`config.mk`:
```
export PLATFORM = sky130hd
export DESIGN_NAME = axi_dma_pkt_gate
export DESIGN_NICKNAME = d
export VERILOG_FILES = /design/src/rtl/axi_dma_pkg.sv /design/src/rtl/axis_sync_fifo.sv /design/src/rtl/axi_dma_pkt_gate.sv
export SDC_FILE = /design/constraint.sdc
export NUM_CORES = 1
export LEC_CHECK = 0
export ABC_CLOCK_PERIOD_IN_PS = 25700
export CELL_PAD_IN_SITES_DETAIL_PLACEMENT = 1
export CELL_PAD_IN_SITES_GLOBAL_PLACEMENT = 2
export CORE_MARGIN = 8
export CORE_UTILIZATION = 44
export DETAILED_ROUTE_END_ITERATION = 8
export GPL_TIMING_DRIVEN = 0
export PLACE_DENSITY = 0.95
export SETUP_SLACK_MARGIN = 0.4
export SKIP_LAST_GASP = 1
export SLEW_MARGIN = 30
export SYNTH_ARGS = -nofsm -noshare
export SYNTH_HDL_FRONTEND = slang
export SYNTH_SLANG_ARGS = --single-unit
export TNS_END_PERCENT = 20
```
`constraint.sdc`:
```
create_clock -name ACLK -period 25.7 [get_ports ACLK]
set_clock_uncertainty 0.05 [all_clocks]
set_input_delay 2.57 -clock ACLK [delete_from_list [all_inputs] [get_ports ACLK]]
set_output_delay 2.57 -clock ACLK [all_outputs]
set_load 0.01 [all_outputs]
```
`src/rtl/axi_dma_pkg.sv`:
```
// Shared definitions for the AXI DMA packet gate.
// Holds the gate FSM encoding and the AXIS beat width helper.
package axi_dma_pkg;

    typedef enum logic [1:0] {
        ARMED     = 2'd0,
        DRAIN     = 2'd1,
        WAIT_INTR = 2'd2
    } gate_state_t;

    // Beat is {tlast, tkeep, tdata}
    function automatic int beat_width(input int tdata_width);
        return tdata_width + tdata_width / 8 + 1;
    endfunction

endpackage

```
`src/rtl/axis_sync_fifo.sv`:
```
// Synchronous beat FIFO with registered storage.
// Writes become visible at the output one cycle after they land.
module axis_sync_fifo #(
    parameter int               DEPTH      = 4,
    parameter int               WIDTH      = 8,
    parameter logic [WIDTH-1:0] RESET_WORD = '0
) (
    input  logic             clk,
    input  logic             rst,
    input  logic             push,
    input  logic [WIDTH-1:0] din,
    input  logic             pop,
    output logic [WIDTH-1:0] dout,
    output logic             full,
    output logic             empty,
    output logic             last_entry
);
    localparam int AW = $clog2(DEPTH);

    logic [WIDTH-1:0] mem [DEPTH];
    logic [AW:0]      wr_ptr;
    logic [AW:0]      wr_vis;
    logic [AW:0]      rd_ptr;
    logic [AW:0]      used;

    assign used       = wr_ptr - rd_ptr;
    assign full       = (used == (AW + 1)'(DEPTH));
    assign last_entry = (used == (AW + 1)'(1));
    // Empty is judged against the delayed write pointer for the extra stage
    assign empty      = (rd_ptr == wr_vis);
    assign dout       = mem[rd_ptr[AW-1:0]];

    always_ff @(posedge clk) begin
        if (rst) begin
            wr_ptr <= '0;
            wr_vis <= '0;
            rd_ptr <= '0;
            for (int i = 0; i < DEPTH; i++) begin
                mem[i] <= RESET_WORD;
            end
        end else begin
            wr_vis <= wr_ptr;
            if (push) begin
                mem[wr_ptr[AW-1:0]] <= din;
                wr_ptr <= wr_ptr + 1'b1;
            end
            if (pop) begin
                rd_ptr <= rd_ptr + 1'b1;
            end
        end
    end

endmodule

```
`src/rtl/axi_dma_pkt_gate.sv`:
```
// AXIS gate feeding DMA S2MM: passes a fixed packet count per transfer,
// then stays closed until the DMA interrupt edge re-arms it.
module axi_dma_pkt_gate
    import axi_dma_pkg::*;
#(
    parameter int TDATA_WIDTH   = 128,
    parameter int FIFO_DEPTH    = 4,
    parameter int PKTS_PER_XFER = 1,
    parameter int INTR_NEGEDGE  = 1
) (
    input  logic                     ACLK,
    input  logic                     ARESET,
    input  logic [TDATA_WIDTH-1:0]   S_AXIS_TDATA,
    input  logic [TDATA_WIDTH/8-1:0] S_AXIS_TKEEP,
    input  logic                     S_AXIS_TLAST,
    input  logic                     S_AXIS_TVALID,
    output logic                     S_AXIS_TREADY,
    output logic [TDATA_WIDTH-1:0]   M_AXIS_TDATA,
    output logic [TDATA_WIDTH/8-1:0] M_AXIS_TKEEP,
    output logic                     M_AXIS_TLAST,
    output logic                     M_AXIS_TVALID,
    input  logic                     M_AXIS_TREADY,
    input  logic                     AXIDMA_S2MM_INTR_IN,
    output logic [1:0]               GATE_STATE,
    output logic [15:0]              XFER_COUNT
);
    localparam int BW = beat_width(TDATA_WIDTH);
    localparam logic [15:0] LAST_PKT = 16'(PKTS_PER_XFER - 1);

    gate_state_t    state;
    gate_state_t    state_nx;
    logic [15:0]    pkt_cnt;
    logic [15:0]    pkt_cnt_nx;
    logic [15:0]    xfer_nx;
    logic           rearm_pend;
    logic           rearm_nx;
    logic           intr_d;
    logic           rearm_edge;
    logic           fifo_full;
    logic           fifo_empty;
    logic           fifo_last;
    logic           s_hs;
    logic           m_hs;
    logic [BW-1:0]  fifo_dout;

    assign rearm_edge = (INTR_NEGEDGE != 0) ? (intr_d & ~AXIDMA_S2MM_INTR_IN)
                                            : (~intr_d & AXIDMA_S2MM_INTR_IN);

    assign S_AXIS_TREADY = ~ARESET & (state == ARMED) & ~fifo_full;
    assign M_AXIS_TVALID = ~fifo_empty & (state != WAIT_INTR);
    assign s_hs          = S_AXIS_TVALID & S_AXIS_TREADY;
    assign m_hs          = M_AXIS_TVALID & M_AXIS_TREADY;
    assign {M_AXIS_TLAST, M_AXIS_TKEEP, M_AXIS_TDATA} = fifo_dout;
    assign GATE_STATE    = state;

    axis_sync_fifo #(
        .DEPTH      (FIFO_DEPTH),
        .WIDTH      (BW),
        .RESET_WORD (BW'({TDATA_WIDTH{1'b1}}))
    ) u_fifo (
        .clk        (ACLK),
        .rst        (ARESET),
        .push       (s_hs),
        .din        ({S_AXIS_TLAST, S_AXIS_TKEEP, S_AXIS_TDATA}),
        .pop        (m_hs),
        .dout       (fifo_dout),
        .full       (fifo_full),
        .empty      (fifo_empty),
        .last_entry (fifo_last)
    );

    always_comb begin
        state_nx   = state;
        pkt_cnt_nx = pkt_cnt;
        rearm_nx   = rearm_pend;
        xfer_nx    = XFER_COUNT;
        case (state)
            ARMED: begin
                if (s_hs && S_AXIS_TLAST) begin
                    if (pkt_cnt == LAST_PKT) begin
                        pkt_cnt_nx = '0;
                        state_nx   = DRAIN;
                    end else begin
                        pkt_cnt_nx = pkt_cnt + 16'd1;
                    end
                end
            end
            DRAIN: begin
                if (rearm_edge) begin
                    rearm_nx = 1'b1;
                end
                // The closing TLAST is always the last buffered beat
                if (m_hs && M_AXIS_TLAST && fifo_last) begin
                    xfer_nx = XFER_COUNT + 16'd1;
                    if (rearm_pend || rearm_edge) begin
                        state_nx = ARMED;
                        rearm_nx = 1'b0;
                    end else begin
                        state_nx = WAIT_INTR;
                    end
                end
            end
            WAIT_INTR: begin
                if (rearm_edge) begin
                    state_nx = ARMED;
                end
            end
            default: state_nx = ARMED;
        endcase
    end

    always_ff @(posedge ACLK) begin
        if (ARESET) begin
            state      <= ARMED;
            pkt_cnt    <= '0;
            rearm_pend <= 1'b0;
            XFER_COUNT <= '0;
            intr_d     <= 1'b0;
        end else begin
            state      <= state_nx;
            pkt_cnt    <= pkt_cnt_nx;
            rearm_pend <= rearm_nx;
            XFER_COUNT <= xfer_nx;
            intr_d     <= AXIDMA_S2MM_INTR_IN;
        end
    end

endmodule
```
After elaboration in Yosys (flattened, before gate mapping)
Memory sizes are Yosys's and may differ from the RTL's. A register that Yosys moved wholly into a read port is not among the register bits.
Index checks and enable logic that the tools add are counted.
- register bits: 45
- bits in writable memories: 580
- bits of input ports: 150
- output and inout bits: 165
- word-level logic and storage cells: 64
- memories: 1
- $add $sub $neg: 5
- equality and inequality tests: 10
- multiplexer cells: 20
- bitwise operators: 10
- reduce and logical (&&, ||, !) cells: 10
- memory list (memory ; words ; bits a word ; read ports ; clocked after Yosys merged registers in ; write ports ; RTL line ; RTL):
    u_fifo.mem ; 4 ; 145 ; 1 ; 1 ; 4 ; axis_sync_fifo.sv:20 ; logic [WIDTH-1:0] mem [DEPTH];
- operator list (operator ; count):
    two-way mux 145 bit ; 1
    OR reduction 145 bit ; 1
    adder 16 x 1 -> 16 bit, second input constant ; 2
    zero test 16 bit ; 1
    two-way mux 16 bit ; 1
    two-way mux 2 bit ; 8
    two-way mux 1 bit ; 9
    adder 3 x 1 -> 3 bit, second input constant ; 2
    bitwise AND 1 bit ; 6
    inequality test 2 bit, second input constant ; 3
    one-hot mux 2 bit (3 select lines) ; 1
    inequality test 2 x 1 -> 1 bit, second input constant ; 2
    inverter 1 bit ; 4
    AND reduction 2 bit ; 2
    AND reduction 4 bit ; 1
    equality test 3 x 1 -> 1 bit, second input constant ; 1
    equality test 3 bit ; 1
    equality test 3 bit, second input constant ; 1
    logical AND 1 bit ; 3
    subtractor 3 bit ; 1
    equality test 2 x 1 -> 1 bit, second input constant ; 1
    equality test 2 bit, second input constant ; 1
    zero test 2 bit ; 1
    logical OR 1 bit ; 1

Depth between registers and ports, before layout
Gate-level depths: netlist (run 1).
- word-level depth: 10
- gate-level depth with buffers: 10
- mapped depth without buffers: 9

Modules after synthesis
A second synthesis (run 1) with hierarchy kept.
- cell total of the unflattened synthesis: 1657
- area total of the unflattened synthesis: 27131.0 µm²
- modules (own cells, without submodules) (module ; times used ; cells an instance ; area an instance (µm²) ; sequential area each (µm²)):
    axis_sync_fifo ; 1 ; 1455 ; 25373.1 ; 17636.9
    axi_dma_pkt_gate ; 1 ; 202 ; 1757.9 ; 720.7

Worst setup path after synthesis (run 1)
No wires, ideal clock.
- path type: input-to-reg
- start point: in ARESET
- end point: mem u_fifo.mem[3][0] (netlist name) (enable)
- library setup time: 0.862 ns
- arrival: 13.939 ns
- data required time: 24.788 ns
- slack: 10.849 ns
- stages: 5
- buffers on the path: 1
- cell sequence: clkbuf_1 nor3_1 o21a_1 nand2_1 o31ai_1
- RTL lines (element ; RTL line ; RTL):
    start, declared ; axi_dma_pkt_gate.sv:12 ; input logic ARESET,
    end, declared ; axis_sync_fifo.sv:20 ;

Final worst setup path (run 1)
- start point: in ARESET
- end point: out S_AXIS_TREADY
- word-level cells in the longest chain between the ends: 3
- RTL lines (element ; RTL line ; RTL):
    inverter 1 bit ; axi_dma_pkt_gate.sv:49 ; assign S_AXIS_TREADY = ~ARESET & (state == ARMED) & ~fifo_full;
    bitwise AND 1 bit (2 in series) ; axi_dma_pkt_gate.sv:49 ;
    end, declared ; axi_dma_pkt_gate.sv:17 ; output logic S_AXIS_TREADY,
No other way between the ends.

==> results of run 1 <==
-- report_power, final --
group / leakage (uW) / switching, uW / internal [uW]
Sequential: 0.00488 / 15.2 / 1180
Combinational: 0.00365 / 255 / 214
Clock: 0.00101 / 403 / 525
-- flip-flops by register name, indices dropped and copies added (netlist names), named ones only --
signal and flops:
u_fifo.rd_ptr 3, pkt_cnt 16, u_fifo.wr_vis 3, u_fifo.mem 580, XFER_COUNT 16, u_fifo.wr_ptr 3
intr_d 1, GATE_STATE 2, rearm_pend 1
-- layer usage --
layer | GRT usage | vias to the layer above | part of all wire
met5 | 0 | - | 0.00036
met4 | 0.0705 | 4 | 0.026
met3 | 0.0391 | 114 | 0.052
met2 | 0.372 | 477 | 0.52
met1 | 0.260 | 8170 | 0.40
li1 | - | 6993 | -
-- synthesized netlist by cell type, types with 9 or more instances --
| master | n |
|---|---|
| xor2_1 | 12 |
| mux4_2 | 144 |
| nand4_1 | 10 |
| nor2_1 | 27 |
| dfxtp_1 | 47 |
| and2_1 | 69 |
| buf_2 | 55 |
| nand2b_1 | 509 |
| clkbuf_1 | 36 |
| inv_1 | 11 |
| edfxtp_1 | 580 |
| a21oi_1 | 16 |
| nand3_1 | 13 |
| nand2_1 | 13 |
| and3_1 | 9 |
-- cell families (layout without fill, tap and decap cells) --
group           after synthesis  count (layout)
buf+inv                     117             581
flops                       627             627
fa+ha+maj                     7               7
other cells                   0               5
simple gates                695             695
compound gates               42              42
mux                         151             151
xor+xnor                     20              20
-- path summary, 6_finish.rpt --
kind                            slack, ps  depth (start not counted)                end
worst max-delay path                19050                          4      S_AXIS_TREADY
worst max register to register      21350                         13  u_fifo.mem[2][79]
worst min register to register        450                          2     XFER_COUNT[10]
worst min-delay path                  450                          2     XFER_COUNT[10]
-- final cells by class --
| cell class | count | area (sq um) | share of cell area |
|---|---|---|---|
| Antenna cell | 5 | 12.5 | 0.000371 |
| Buffer | 105 | 524 | 0.0155 |
| Clock buffer | 84 | 1780 | 0.0528 |
| Clock inverter | 38 | 275 | 0.00815 |
| Inverter | 12 | 45.0 | 0.00133 |
| Multi-Input combinational cell | 915 | 8180 | 0.242 |
| Sequential cell | 627 | 18400 | 0.544 |
| Tap cell | 790 | 988 | 0.0293 |
| Timing Repair Buffer | 342 | 3600 | 0.107 |
-- metrics by stage --
| stage | util | setup slack [ps] | total power [uW] |
|---|---|---|---|
| after floorplan | - | 10850 | 1480 |
| after global placement | 0.509 | 722 | 1680 |
| after detailed placement | 0.517 | 19120 | 1690 |
| after CTS | 0.551 | 19060 | 2620 |
| after global routing | 0.551 | 18980 | 2680 |
| final | 0.551 | 19050 | 2590 |
-- worst register-to-register path, cell delays in order (launching register included) --
cell     delay, ps
dfxtp_1        390
inv_1          150
ha_1           220
fa_1           390
xnor3_2        330
o21a_1         220
nand2_1        180
nor3_1         290
buf_6          260
buf_6          200
or2_4          510
buf_12         300
buf_12         270
buf_12         260
==> impl_metrics.py, run 1 <==
metrics = {
    "power": {
        "ir_worst_vdd_v": 0.0000516,
        "cellLeakagePower_uw": 0.00954,
        "power.density_nw_per_um2": 76.8,
    },
    "finish": {
        "layout_common_cells": "580 x edfxtp_1, 509 x nand2b_1, 313 x clkdlybuf4s50_1, 144 x mux4_2",
        "final_nets": 2228,
        "final_common_cell": "edfxtp_1",
        "layout-drive-gt1-share": 0.163,
        "design_area_sq_um": 33800,
        "area_growth_syn_to_layout_pct": 24.7,
        "num-fill-cells": 5772,
        "fin_cells": 2918,
    },
    "clock_network": {
        "post_cts_resize_count": 0,
        "cts_root_buf": "clkbuf_16",
        "clk_latency_ps": 600,
        "cts_buffers": 68,
        "clock_tree.buffer_depth": 3,
        "cts_hold_buf": 0,
        "clkSlewWorstSetupHoldPaths_ps": 50,
        "cts_tree": "yes",
        "htreeDepth": 3,
        "cts_num_sinks": 627,
        "post-cts-setup-buffers": 0,
    },
    "place": {
        "gp_congestion": 0.746,
        "port_buffers": 313,
        "dp.cells": 2791,
        "place_area_sq_um": 31700,
        "hpwlAfterDp_mm": 50.2,
    },
    "floorplan": {
        "io_pins": 315,
        "die_y_microns": 264,
        "core.rowCount": 91,
        "start_util": 0.442,
        "die_width_microns": 264,
        "core_sq_um": 61300,
        "dieArea_sq_um": 69700,
    },
    "grt": {
        "grt_antenna_before_repair": 8,
        "grtUsageTotal": 0.211,
        "gr-total-overflow": 0,
        "grt_pass1_wl_mm": 112,
        "grt_pass1_vias": 17700,
        "grt_max_degree": 39,
    },
    "worst_setup_path": {
        "startpoint": "ARESET",
        "r2r-start": "u_fifo.wr_ptr[0]",
        "worstPathCellList": "clkbuf_1, nor3_1, o21a_1, clkdlybuf4s50_1",
        "crit_path_top_delay_cell": "clkdlybuf4s50_1",
        "crit_family": "buffers and inverters",
        "slowest_delay_ps": 560,
        "critPathMaxFanout": 8,
        "worstSetupStartpointType": "input pin",
        "crit_arrival_ps": 4030,
        "critPathRequiredTime_ps": 23080,
        "critPathCaptureType": "output port",
        "cp_num_buf_inv": 2,
        "path_class": "input pin to output port",
    },
    "synthesis": {
        "synth_flop_cell": "edfxtp_1",
        "ys_types": 51,
        "yosys_warnings": 0,
        "ys_ff_latch": 627,
        "syn_nets": 1816,
        "ys_seq_area_frac": 0.678,
        "ys_top_cells_by_area": "edfxtp_1 64%, mux4_2 12%, nand2b_1 12%",
        "synth_fa_ha_area_frac": 0.00351,
        "synth_compound_area_frac": 0.0101,
        "synth.area.mux_share": 0.122,
        "synth_top_area_share": 0.643,
        "synthArstFlopShare": 0,
        "synth-simple-area-share": 0.158,
        "netlist_area_sq_um": 27100,
        "synth_edf_count": 580,
        "syn_inst": 1659,
        "synth_area_per_cell_sq_um": 16.3,
        "synth_top_family_by_area": "simple AND/OR/NAND/NOR gates",
        "synth_top_area_cell": "edfxtp_1",
        "synth_xor_area_frac": 0.00702,
    },
    "timing": {
        "tns_ps": 0,
        "setup-violations-final": 0,
        "slew_viol_final": 0,
        "fmax_mhz": 150,
        "fin_crit_sh": 0.259,
        "tightest_slew_ps": 1030,
        "rsz0062_at_grt": "false",
        "min_period_ps": 6650,
        "maxSlewHeadroom": 0.310,
        "hold_viol_final": 0,
        "holdWs_ps": 448,
    },
    "drt": {
        "wl_per_cell_microns": 25.6,
        "drc": 0,
        "dr.pass1.iters": 5,
        "first_iter_violations": 1179,
        "vias_per_cell": 5.40,
        "wirelength_mm": 74.8,
        "antenna_left": 0,
        "vias": 15800,
    },
    "outcome": {
        "status": "completed",
    },
    "worst_hold_path": {
        "worstHoldStart": "XFER_COUNT[10]",
        "hp-class": "flip-flop to flip-flop",
    },
    "run": {
        "drv_cap": 0,
    },
}
Power figures use the tool's default switching activity.
==> run 2: changes to the inputs <==
--- a/config.mk
+++ b/config.mk
@@ -5,14 +5,14 @@
 export SDC_FILE = /design/constraint.sdc
 export NUM_CORES = 1
 export LEC_CHECK = 0
-export ABC_CLOCK_PERIOD_IN_PS = 25700
+export ABC_CLOCK_PERIOD_IN_PS = 6700
 export CELL_PAD_IN_SITES_DETAIL_PLACEMENT = 1
 export CELL_PAD_IN_SITES_GLOBAL_PLACEMENT = 2
 export CORE_MARGIN = 8
-export CORE_UTILIZATION = 44
+export CORE_UTILIZATION = 41
 export DETAILED_ROUTE_END_ITERATION = 8
 export GPL_TIMING_DRIVEN = 0
-export PLACE_DENSITY = 0.95
+export PLACE_DENSITY = 0.9
 export SETUP_SLACK_MARGIN = 0.4
 export SKIP_LAST_GASP = 1
 export SLEW_MARGIN = 30
==> constraint.sdc (replaced) <==
create_clock -name ACLK -period 6.7 [get_ports ACLK]
set_clock_uncertainty 0.05 [all_clocks]
set_input_delay 0.67 -clock ACLK [delete_from_list [all_inputs] [get_ports ACLK]]
set_output_delay 0.67 -clock ACLK [all_outputs]
set_load 0.01 [all_outputs]
==> run 2 against run 1 <==
Flip-flop and latch count did not move. Total power rose to 3.9 times the previous value. Non-clock buffer count unchanged. Worst hold slack worse by 22 ps. Core utilization decreased by 3.2 points. Design area is 0.89% higher. Register-to-register slack got worse by 19000 ps. Sequential power increased to 3.8 times the previous value.
==> impl_metrics.py, run 2 (synthesized netlist as in run 1, its figures left out) <==
metrics = {
    "clock_network": {
        "post-cts-setup-buffers": 0,
        "cts_buffers": 70,
        "cts_tree": "yes",
        "clk_latency_ps": 590,
        "cts_num_sinks": 627,
        "clkSlewWorstSetupHoldPaths_ps": 50,
        "clock_tree.buffer_depth": 3,
        "cts_root_buf": "clkbuf_16",
        "post_cts_resize_count": 0,
        "cts_hold_buf": 0,
        "htreeDepth": 3,
    },
    "worst_setup_path": {
        "slowest_delay_ps": 670,
        "crit_path_top_delay_cell": "buf_1",
        "cp_num_buf_inv": 4,
        "critPathCaptureType": "output port",
        "critPathRequiredTime_ps": 5980,
        "path_class": "flip-flop to output port",
        "critPathMaxFanout": 10,
        "worstPathCellList": "buf_2, buf_1, clkbuf_1, mux4_2, clkdlybuf4s50_1",
        "crit_arrival_ps": 3700,
        "worstSetupStartpointType": "flip-flop",
        "crit_family": "buffers and inverters",
    },
    "floorplan": {
        "dieArea_sq_um": 74500,
        "start_util": 0.413,
        "core.rowCount": 94,
        "die_width_microns": 273,
        "die_y_microns": 273,
        "io_pins": 315,
        "core_sq_um": 65600,
    },
    "worst_hold_path": {
        "hp-class": "input pin to flip-flop",
    },
    "timing": {
        "worst_slack_ps": 2280,
        "tightest_slew_ps": 816,
        "rsz0062_at_grt": "false",
        "slew_viol_final": 0,
        "fin_crit_sh": 0.659,
        "hold_viol_final": 0,
        "min_period_ps": 4420,
        "holdWs_ps": 425,
        "maxSlewHeadroom": 0.456,
        "fmax_mhz": 226,
        "setup-violations-final": 0,
    },
    "power": {
        "ir_worst_vdd_v": 0.000172,
        "cellLeakagePower_uw": 0.00963,
        "finalPower_uw": 10100,
        "power.density_nw_per_um2": 297,
    },
    "finish": {
        "reg_top3": "u_fifo.mem x580, XFER_COUNT x16, pkt_cnt x16",
        "largest_reg_flops": 580,
        "layout-drive-gt1-share": 0.166,
        "area_growth_syn_to_layout_pct": 25.8,
        "final_common_cell": "edfxtp_1",
        "layout_common_cells": "580 x edfxtp_1, 509 x nand2b_1, 313 x clkdlybuf4s50_1, 144 x mux4_2, 71 x clkbuf_16",
        "largest_register": "u_fifo.mem",
        "final_nets": 2230,
    },
    "place": {
        "post-place-ws_ps": 2350,
        "gp_congestion": 0.762,
        "hpwlAfterDp_mm": 50.5,
        "port_buffers": 313,
    },
    "drt": {
        "antenna_left": 0,
        "wl_per_cell_microns": 24.9,
        "vias_per_cell": 5.26,
        "vias": 15800,
        "drc": 0,
        "dr.pass1.iters": 5,
        "first_iter_violations": 1103,
        "wirelength_mm": 74.8,
    },
    "grt": {
        "grt_antenna_before_repair": 18,
        "gr-total-overflow": 0,
        "grt_pass1_vias": 17600,
        "grt_pass1_wl_mm": 112,
        "grtUsageTotal": 0.199,
        "grt_max_degree": 37,
    },
    "run": {
        "drv_cap": 0,
    },
    "outcome": {
        "status": "completed",
    },
}
## run 2: cell types whose count changed in the layout (fill, tap and decap cells not counted), sizes merged
| cell | before | now |
|---|---|---|
| inv | 18 | 16 |
| bufinv | 3 | 4 |
| buf | 92 | 93 |
| clkinv | 27 | 29 |
| diode | 5 | 11 |
| clkinvlp | 2 | 1 |
| clkbuf | 126 | 132 |
## run 2: report_power, final
| part | internal [uW] | switching (uW) | leakage, uW | total [uW] |
|---|---|---|---|---|
| registers | 4530 | 54.3 | 0.00488 | 4590 |
| logic | 824 | 986 | 0.00367 | 1810 |
| clock network | 2150 | 1580 | 0.00109 | 3720 |
| total | 7500 | 2620 | 0.00963 | 10100 |
## run 2: path summary, 6_finish.rpt
path,from,endpoint,slack [ps],cells past startpoint
setup / recovery,flip-flop,M_AXIS_TKEEP[13],2280,5
hold / removal,ARESET,u_fifo.wr_vis[1],430,2
hold reg to reg,pkt_cnt[1],pkt_cnt[1],450,2
setup reg to reg,u_fifo.wr_ptr[0],u_fifo.mem[0][71],2380,13
## run 2: layout make-up
class	instances	area, sq um
Multi-Input combinational cell	915	8180
Timing Repair Buffer	342	3630
Tap cell	864	1080
Antenna cell	11	27.5
Buffer	105	526
Fill cell	6251	31600
Inverter	12	45.0
Clock inverter	38	349
Clock buffer	91	1870
Sequential cell	627	18400
## run 2: per-stage QoR
step / TNS, ps / area [sq um] / util / instances
3_3_place_gp: -368570 / 31300 / 0.477 / 2836
5_1_grt: 0 / 34100 / 0.519 / 2999
2_1_floorplan: 0 / 27100 / - / 1659
3_5_place_dp: 0 / 31800 / 0.485 / 2865
6_report: 0 / 34100 / 0.519 / 3005
4_1_cts: 0 / 34000 / 0.519 / 2994
## run 2: layer usage
metal,global-route usage,share of wire
met1,0.238,0.39
met2,0.353,0.52
met3,0.0498,0.067
met4,0.0576,0.027
met5,0,0.00096
==> run 3: changes to the inputs <==
--- a/config.mk
+++ b/config.mk
@@ -5,7 +5,7 @@
 export SDC_FILE = /design/constraint.sdc
 export NUM_CORES = 1
 export LEC_CHECK = 0
-export ABC_CLOCK_PERIOD_IN_PS = 6700
+export ABC_CLOCK_PERIOD_IN_PS = 4300
 export CELL_PAD_IN_SITES_DETAIL_PLACEMENT = 1
 export CELL_PAD_IN_SITES_GLOBAL_PLACEMENT = 2
 export CORE_MARGIN = 8
==> constraint.sdc (replaced) <==
create_clock -name ACLK -period 4.3 [get_ports ACLK]
set_clock_uncertainty 0.05 [all_clocks]
set_input_delay 0.43 -clock ACLK [delete_from_list [all_inputs] [get_ports ACLK]]
set_output_delay 0.43 -clock ACLK [all_outputs]
set_load 0.01 [all_outputs]
==> run 3 against run 2 <==
Non-clock buffer count unchanged. Critical endpoint is now M_AXIS_TKEEP[4]. Critical path depth unchanged. Critical path type unchanged. Wire length grew 1.2%.
==> impl_metrics.py, run 3 (synthesized netlist as in run 1, its figures left out) <==
metrics = {
    "finish": {
        "fin_cells": 3011,
        "design_area_sq_um": 34100,
        "final_common_cell": "edfxtp_1",
        "final_util": 0.520,
        "num-fill-cells": 6276,
        "layout_common_cells": "580 x edfxtp_1, 509 x nand2b_1, 313 x clkdlybuf4s50_1, 144 x mux4_2, 71 x clkbuf_16",
        "area_growth_syn_to_layout_pct": 25.9,
        "largest_register": "u_fifo.mem",
        "largest_reg_flops": 580,
        "final_nets": 2232,
        "layout-drive-gt1-share": 0.172,
        "reg_top3": "u_fifo.mem x580, XFER_COUNT x16, pkt_cnt x16",
    },
    "floorplan": {
        "io_pins": 315,
        "core.rowCount": 94,
        "dieArea_sq_um": 74500,
        "start_util": 0.413,
        "die_y_microns": 273,
        "core_sq_um": 65600,
        "die_width_microns": 273,
    },
    "timing": {
        "slew_viol_final": 0,
        "maxSlewHeadroom": 0.521,
        "tightest_slew_ps": 718,
        "holdWs_ps": 225,
        "hold_viol_final": 0,
        "min_period_ps": 3740,
        "setup-violations-final": 0,
        "fin_crit_sh": 0.870,
        "fmax_mhz": 267,
        "rsz0062_at_grt": "true",
    },
    "grt": {
        "grt_pass1_wl_mm": 112,
        "grt_pass1_vias": 17700,
        "grt_antenna_before_repair": 19,
        "grtUsageTotal": 0.199,
        "gr-total-overflow": 0,
        "grt_max_degree": 37,
    },
    "drt": {
        "antenna_left": 0,
        "wirelength_mm": 75.7,
        "vias": 15800,
        "first_iter_violations": 1168,
        "vias_per_cell": 5.23,
        "drc": 0,
        "wl_per_cell_microns": 25.1,
        "dr.pass1.iters": 5,
    },
    "place": {
        "hpwlAfterDp_mm": 51.0,
        "place_area_sq_um": 31800,
        "dp.cells": 2865,
        "gp_congestion": 0.793,
        "port_buffers": 313,
    },
    "power": {
        "pwr-share-seq": 0.452,
        "switchingPower_uw": 4060,
        "p_clk_frac": 0.368,
        "ir_worst_vdd_v": 0.000242,
        "internal_power_uw": 11800,
        "swShare": 0.257,
        "power.density_nw_per_um2": 464,
        "cellLeakagePower_uw": 0.00965,
        "p_comb_frac": 0.180,
    },
    "worst_setup_path": {
        "reg2reg_to": "u_fifo.mem[2][45]",
        "crit_end": "M_AXIS_TKEEP[4]",
        "crit_arrival_ps": 3260,
        "rrSetupSlack_ps": 580,
        "critPathRequiredTime_ps": 3820,
        "r2r-start": "u_fifo.wr_ptr[0]",
        "worstPathCellList": "buf_2, clkdlybuf4s15_2, clkbuf_2, mux4_2, clkdlybuf4s50_1",
        "path_class": "flip-flop to output port",
        "worstSetupStartpointType": "flip-flop",
        "reg2reg_depth": 12,
        "slowest_delay_ps": 590,
        "critPathMaxFanout": 10,
        "crit_path_top_delay_cell": "clkdlybuf4s50_1",
        "critPathCaptureType": "output port",
    },
    "clock_network": {
        "clock_tree.buffer_depth": 3,
        "clk_latency_ps": 590,
        "cts_tree": "yes",
        "cts_root_buf": "clkbuf_16",
        "cts_buffers": 70,
        "clkSlewWorstSetupHoldPaths_ps": 60,
        "htreeDepth": 3,
        "cts_num_sinks": 627,
    },
    "worst_hold_path": {
        "hp-class": "input pin to flip-flop",
    },
    "run": {
        "drv_cap": 0,
    },
    "outcome": {
        "status": "completed",
    },
}
[run 3: worst max-delay path: cells and delay by family (launching register included)]
family	cells	cell delay, ps
buffers and inverters	4	1970
multiplexers	1	360
flip-flops	1	350
[run 3: final cells by class]
type                    instances  area (sq um)  share of cell area
diodes                         16          40.0             0.00117
clock buffers                  82          1820              0.0533
flip-flops and latches        627         18400               0.538
clock inverters                46           395              0.0116
multi-input cells             917          8210               0.241
repair buffers                342          3610               0.106
plain buffers                 105           551              0.0161
well taps                     864          1080              0.0317
inverters                      12          47.5             0.00139
[run 3: worst min-delay path by stage]
stage | startpoint | end | slack, ps | cells past startpoint
floorplan | pkt_cnt[1] | pkt_cnt[1] | 410 | 2
global placement | XFER_COUNT[15] | XFER_COUNT[15] | 420 | 2
detailed placement | XFER_COUNT[15] | XFER_COUNT[15] | 440 | 2
CTS | ARESET | u_fifo.wr_vis[2] | 190 | 2
global route | ARESET | u_fifo.wr_vis[1] | 250 | 2
finish | ARESET | u_fifo.wr_vis[2] | 230 | 2
[run 3: power groups by stage]
stage | clock network, uW | registers, uW | logic [uW]
2_1_floorplan | 0 | 7270 | 1560
3_3_place_gp | 0 | 7320 | 2750
3_5_place_dp | 0 | 7280 | 2880
4_1_cts | 5950 | 7160 | 2910
5_1_grt | 6170 | 7180 | 3050
6_report | 5820 | 7150 | 2840
[run 3: metrics by stage]
step	worst slack, ps	total power [uW]	TNS [ps]
finish	557	15800	0
global route	363	16400	0
CTS	278	16000	0
detailed placement	457	10200	0
global placement	-4780	10100	-1517270
floorplan	-1340	8830	-194140
[run 3: metal layers]
metal	up-vias	wire, microns	track usage
met4	8	1810	0.0612
met1	8187	29400	0.237
met3	112	5530	0.0548
li1	7003	-	-
met5	-	51	0
met2	446	39000	0.350
[run 3: timing repair]
item,in CTS,in global routing
endpoints found under the setup margin,60,137
cloned,0,2
endpoints found under the hold margin,0,0
buffers inserted,0,0
resized for setup,9,6
hold buffers,0,0
